`config.mk`:
```
export PLATFORM = sky130hd
export DESIGN_NAME = selector_funcion
export DESIGN_NICKNAME = d
export VERILOG_FILES = /design/src/rtl/selector_funcion_pkg.sv /design/src/rtl/selector_funcion_sel_sync_debounce.sv /design/src/rtl/selector_funcion.sv
export SDC_FILE = /design/constraint.sdc
export NUM_CORES = 1
export LEC_CHECK = 0
export ABC_CLOCK_PERIOD_IN_PS = 1200
export CORE_AREA = 2 2 39 41
export CTS_CLUSTER_SIZE = 14
export DETAILED_ROUTE_END_ITERATION = 10
export DIE_AREA = 0 0 41 43
export SLEW_MARGIN = 20
export SYNTH_ARGS = -nofsm -noshare
export SYNTH_HDL_FRONTEND = slang
export SYNTH_SLANG_ARGS = --single-unit
```
`constraint.sdc`:
```
create_clock -name clk -period 1.2 [get_ports clk]
set_input_delay 0.12 -clock clk [delete_from_list [all_inputs] [get_ports clk]]
set_output_delay 0.12 -clock clk [all_outputs]
set_load 0.1 [all_outputs]
```
`src/rtl/selector_funcion_pkg.sv`:
```
// rtl/selector_funcion_pkg.sv - shared state encoding and mode constants for the mode selector
package selector_funcion_pkg;

    typedef enum logic [3:0] {
        MODE_I   = 4'b0001,
        GAP_TO_F = 4'b0010,
        MODE_F   = 4'b0100,
        GAP_TO_I = 4'b1000
    } state_e;

    localparam logic MODE_INT  = 1'b0;
    localparam logic MODE_FUNC = 1'b1;

endpackage

```
`src/rtl/selector_funcion_sel_sync_debounce.sv`:
```
// rtl/selector_funcion_sel_sync_debounce.sv - synchroniser chain plus persistence filter for the raw select
module sel_sync_debounce #(
    parameter int SYNC_STAGES     = 2,
    parameter int DEBOUNCE_CYCLES = 4
) (
    input  logic clk,
    input  logic rst_n,
    input  logic sel,
    output logic sel_db
);

    localparam int CNT_W = $clog2(DEBOUNCE_CYCLES + 1);
    localparam logic [CNT_W-1:0] CNT_LAST = CNT_W'(DEBOUNCE_CYCLES - 1);

    logic [SYNC_STAGES-1:0] sync_q, sync_d;
    logic [CNT_W-1:0]       cnt_q, cnt_d;
    logic                   sel_db_q, sel_db_d;
    logic                   sel_s;

    assign sel_s  = sync_q[SYNC_STAGES-1];
    assign sel_db = sel_db_q;

    always_comb begin
        sync_d   = {sync_q[SYNC_STAGES-2:0], sel};
        cnt_d    = '0;
        sel_db_d = sel_db_q;
        // Counter tracks how long sel_s has disagreed; any agreement restarts it.
        if (sel_s != sel_db_q) begin
            if (cnt_q == CNT_LAST) begin
                sel_db_d = sel_s;
            end else begin
                cnt_d = cnt_q + CNT_W'(1);
            end
        end
    end

    always_ff @(posedge clk) begin
        if (!rst_n) begin
            sync_q   <= '0;
            cnt_q    <= '0;
            sel_db_q <= 1'b0;
        end else begin
            sync_q   <= sync_d;
            cnt_q    <= cnt_d;
            sel_db_q <= sel_db_d;
        end
    end

endmodule

```
`src/rtl/selector_funcion.sv`:
```
// rtl/selector_funcion.sv - break-before-make mode FSM driving the integer/function path enables
module selector_funcion
    import selector_funcion_pkg::*;
#(
    parameter int SYNC_STAGES     = 2,
    parameter int DEBOUNCE_CYCLES = 4
) (
    input  logic clk,
    input  logic rst_n,
    input  logic sel,
    output logic func,
    output logic ENf,
    output logic ENi
);

    logic   sel_db;
    state_e state_q, state_d;

    sel_sync_debounce #(
        .SYNC_STAGES    (SYNC_STAGES),
        .DEBOUNCE_CYCLES(DEBOUNCE_CYCLES)
    ) u_sync_db (
        .clk   (clk),
        .rst_n (rst_n),
        .sel   (sel),
        .sel_db(sel_db)
    );

    always_comb begin
        state_d = MODE_I;
        unique case (state_q)
            MODE_I:   state_d = sel_db ? GAP_TO_F : MODE_I;
            GAP_TO_F: state_d = sel_db ? MODE_F   : MODE_I;
            MODE_F:   state_d = sel_db ? MODE_F   : GAP_TO_I;
            GAP_TO_I: state_d = sel_db ? MODE_F   : MODE_I;
            default:  state_d = MODE_I;
        endcase
    end

    always_ff @(posedge clk) begin
        if (!rst_n) begin
            state_q <= MODE_I;
        end else begin
            state_q <= state_d;
        end
    end

    // Pure decode of the state flops; an illegal encoding drives both enables low.
    always_comb begin
        func = MODE_INT;
        ENi  = 1'b0;
        ENf  = 1'b0;
        case (state_q)
            MODE_I:   ENi  = 1'b1;
            MODE_F: begin
                func = MODE_FUNC;
                ENf  = 1'b1;
            end
            GAP_TO_I: func = MODE_FUNC;
            default:  func = MODE_INT;
        endcase
    end

endmodule

```
* After elaboration in Yosys (flattened, before gate mapping)
Index checks and enable logic that the tools add are counted.
W data, S select, Z words.
** Storage, ports and cells
- Logic and storage cells :: 24
- Bits in writable memories :: 0
- Input bits :: 3
- Memories :: 0
- Register bits :: 10
- ROM bits :: 0
- Bits in latches :: 0
- Output and inout port bits :: 3
** Operators by class
- Reduce and logical (&&, ||, !) cells :: 4
- Eq/ne operators :: 6
- Add/subtract/negate cells :: 1
- Bitwise logic cells :: 2
- Shifts and indexed selects :: 0
- Muxes and demuxes :: 7
- Div/mod/pow operators :: 0
- Order comparisons :: 0
- Multiply operators :: 0
** Operators by type and width (number)
- $pmux W4 S3 :: 1
- $eq A4 B1 Y1 const B :: 1
- $eq A4 B2 Y1 const B :: 1
- $eq A4 B3 Y1 const B :: 1
- $eq A4 B4 Y1 const B :: 1
- $mux W4 :: 1
- $reduce_or A2 Y1 :: 2
- $add A3 B1 Y3 const B :: 1
- $eq A3 B2 Y1 const B :: 1
- $mux W1 :: 3
- $mux W3 :: 1
- $reduce_or A3 Y1 :: 1
- $mux W2 :: 1
- $not A1 Y1 :: 2
- $reduce_and A2 Y1 :: 1
- $ne A1 B1 Y1 :: 1

* Logic depth before layout (Yosys ltp)
- Depth after elaboration :: 3
- Gate-level depth with buffers :: 4
- Gate-level depth less buffers :: 4

* By module
Synthesis repeated with hierarchy kept, for this count alone.
** Unflattened totals
- Cells, all modules :: 41
- Area, all modules :: 446.7 um^2
** Modules (own cells, without submodules)
- selector_funcion :: cells each 24, area an instance 230.2 um^2, seq. area each 80.1 um^2, instances 1
- sel_sync_debounce :: cells each 17, area an instance 216.5 um^2, seq. area each 120.1 um^2, instances 1

* Worst setup path before layout
Ideal clock, no wire load.
- Kind :: reg2reg
- Start :: register state_q[0]
- End :: register state_q[1]
- Path slack :: -2980 ps
- Setup time :: 74 ps
- Data arrival time :: 4106 ps
- Required time :: 1126 ps
- Clock period less this slack :: 4180 ps
- Stages on the path, launching flop included :: 3
- Buffers on the path :: 0
- Cells stage by stage :: dfxtp_1 > nor4b_1 > and3_2
** On the way
- Word-level cells in the longest chain between the ends :: 3
- Elaborated cells on any way between the ends :: 6
- Classes of those cells :: eq/ne: 4; mux: 1; reduce/logical: 1
** RTL lines
- from (decl) :: line selector_funcion.sv:17 : state_e state_q, state_d;
- from (signal assigned) :: line selector_funcion.sv:44 : state_q <= state_d;
- $eq A4 B4 Y1 or $eq A4 B2 Y1 (tied branches) :: line selector_funcion.sv:31 : unique case (state_q)
- $reduce_or A2 Y1 (no source line)
- $pmux W4 S3 * :: line selector_funcion.sv:31
Every way passes the cells marked *; elsewhere a longest branch is shown, timed or not.
A chain may end at the register's enable or synchronous reset.

* Worst setup path in the final report
- Start :: register state_q[1]
- End :: output port ENi
** On the way
- Word-level cells in the longest chain between the ends :: 2
** RTL lines
- $eq A4 B1 Y1 :: line selector_funcion.sv:53 : case (state_q)
- $mux W1 :: line selector_funcion.sv:53
- to (decl) :: line selector_funcion.sv:13 : output logic ENi
No other way between the ends.

==> run_results.csv <==
group,metric,value,unit
floorplan,row_count,14,
global_route,grt_pass1_wl,1160,µm
worst_setup_path,reg2reg_slack,-10,ps
place,place_ws,-54.2,ps
yosys,syn-mean-instance-area,10.1,µm²
place,dp_hpwl,490,µm
floorplan,die_x,41,µm
floorplan,dieArea,1760,µm²
yosys,syn_nets,45,
sta,timing.slew.headroom,79.3,%
worst_setup_path,start_kind,"flop",
global_route,grt_max_degree,8,
routing,via_per_inst,4.35,
global_route,antenna_found_initial,0,
layout,fin_nets,64,
sta,finalHoldViolCount,0,
sta,fin_setup_tns,-399,ps
routing,wl,781,µm
layout,area_delta_synth_final,66.3,%
power_and_ir_drop,p_leak,0.000252,µW
sta,whs,406,ps
worst_setup_path,crit_path_end,"ENi",
floorplan,ios,6,
yosys,synthFlopType,"dfxtp_1",
yosys,ys_async_sr_fraction,0,%
global_route,grt_util_all_layers,9.51,%
power_and_ir_drop,max-vdd-ir-drop,565,µV
floorplan,fp.dieH,43,µm
sta,tightest_slew,310,ps
yosys,synth-seq-area-share,49.5,%
worst_setup_path,worstPathRequired,1080,ps
place,gp_congestion,0.739,
status,violations,"negative setup slack",
place,port_buffers,5,
layout,finalNonFillerCells,74,
layout,final_common_cell,"buf_4",
routing,drc_errors,0,
yosys,synth_edf_count,0,
min_path,hp-class,"input pin to flop",
worst_setup_path,reg2reg_from,"state_q[1]",
worst_setup_path,reg2reg_depth,4,
routing,vias,322,
worst_setup_path,startpoint,"state_q[1]",
worst_setup_path,cp.arrival,1230,ps
worst_setup_path,r2r-end,"state_q[1]",
sta,timing.final.crit_share,113,%
routing,ant_nets,0,
yosys,ys_ff_latch,10,
sta,min_period,1350,ps
worst_setup_path,worstPathMaxFanout,7,
place,dp.cells,63,
worst_setup_path,worstSetupEndpointType,"output port",
floorplan,initial_core_util,29.2,%
sta,drv_slew,0,
sta,clock_skew,12.2,ps
global_route,grt_pass1_vias,285,
clock_network,h-tree-depth,1,
sta,fin_ws,-153,ps
status,outcome,"finished with violations",
yosys,ys_types,19,
clock_network,clk_pin_slew,70,ps
yosys,ys.warnings.count,0,
clock_network,tritoncts,"yes",
clock_network,cts_max_path_buffers,2,
clock_network,ctsRootBufferMaster,"clkbuf_4",
layout,layout_common_cells,"buf_4, dfxtp_1, nor2_1",
power_and_ir_drop,p_per_area,862,nW/µm²
power_and_ir_drop,total_power,579,µW
floorplan,coreArea,1380,µm²
yosys,synth_cells,40,
sta,rsz0062_at_grt,"true",
routing,initialDrtViolationCount,1,
sta,finalSetupViolCount,4,
sta,fmax,739,MHz
clock_network,cts_buffers,3,
worst_setup_path,crit_type,"flop to output port",
flow_run,maxCapViolations,0,
routing,firstDrtPassIters,2,
clock_network,clkSinkCount,10,
routing,routedWlPerCell,10.6,µm
yosys,syn_area,404,µm²
clock_network,clkLatencyLatePin,260,ps
layout,final_layout_size_suffix_gt1_share,44.8,%
layout,antenna_cells,0,
global_route,overflow,0,
routing by layer:
| layer | routed length, µm | vias up | track usage [%] | part of all wire [%] |
|---|---|---|---|---|
| li1 | - | 177 | - | - |
| met1 | 355 | 142 | 13.5 | 45 |
| met2 | 411 | 3 | 12.8 | 53 |
| met3 | 13 | 0 | 1.57 | 1.7 |
| met4 | 0 | 0 | 6.00 | 0 |
| met5 | 0 | - | 0 | 0 |
power by group:
group | total [µW] | switching [µW] | internal (µW)
logic | 20.1 | 6.59 | 13.5
clock network | 230 | 103 | 128
registers | 329 | 1.73 | 327
worst min path at each step:
stage / start / endpoint / slack [ps] / cells past startpoint
after global routing: sel / u_sync_db.sync_q[0] / 430 / 2
after CTS: rst_n / state_q[0] / 410 / 2
after detailed placement: u_sync_db.cnt_q[0] / u_sync_db.cnt_q[0] / 420 / 1
after floorplan: rst_n / state_q[0] / 200 / 1
after global placement: u_sync_db.cnt_q[0] / u_sync_db.cnt_q[0] / 410 / 1
final: rst_n / state_q[0] / 410 / 2
final cells by class:
| type | count | area, µm² |
|---|---|---|
| Fill cell | 121 | 712 |
| Multi-Input combinational cell | 26 | 241 |
| Sequential cell | 10 | 215 |
| Timing Repair Buffer | 14 | 151 |
| Clock buffer | 4 | 26.3 |
| Tap cell | 16 | 20.0 |
| Inverter | 4 | 17.5 |
cell families after synthesis:
kind of cell    Yosys count  synth area share, %
fa+ha+maj                 2                 6.19
flops                    10                 49.5
xor+xnor                  3                 6.50
mux                       1                 2.48
simple gates             16                 22.6
compound gates            4                 8.98
buf+inv                   4                 3.71
synthesized netlist by cell type, types with 2 or more instances:
| cell type | number | share of area (%) |
|---|---|---|
| and2_1 | 2 | 3.1 |
| dfxtp_1 | 10 | 50 |
| nor3_1 | 2 | 2.5 |
| inv_1 | 4 | 3.7 |
| nor2_1 | 5 | 4.6 |
| o21ai_0 | 2 | 2.5 |
| xor2_1 | 2 | 4.3 |
| ha_1 | 2 | 6.2 |
flip-flops by register name (all words and copies together) (netlist names):
signal and count:
state_q 4, u_sync_db.sync_q 2, u_sync_db.cnt_q 3, u_sync_db.sel_db 1
worst max-delay path: stages (launching register included):
cell     delay, ps
dfxtp_4        380
nor4b_4        370
buf_12         220
through the flow:
stage	utilization, %	instance area [µm²]
finish	48.6	672
global route	48.6	672
CTS	45.2	626
detailed placement	41.3	572
global placement	41.3	572
floorplan	-	457
what timing repair did:
item                       CTS  global route
setup endpoints to repair    3             3
gates resized for setup      3             4
hold buffers                 0             0
buffers inserted             2             5
pin swaps                    0             2
Power figures use the tool's default switching activity.
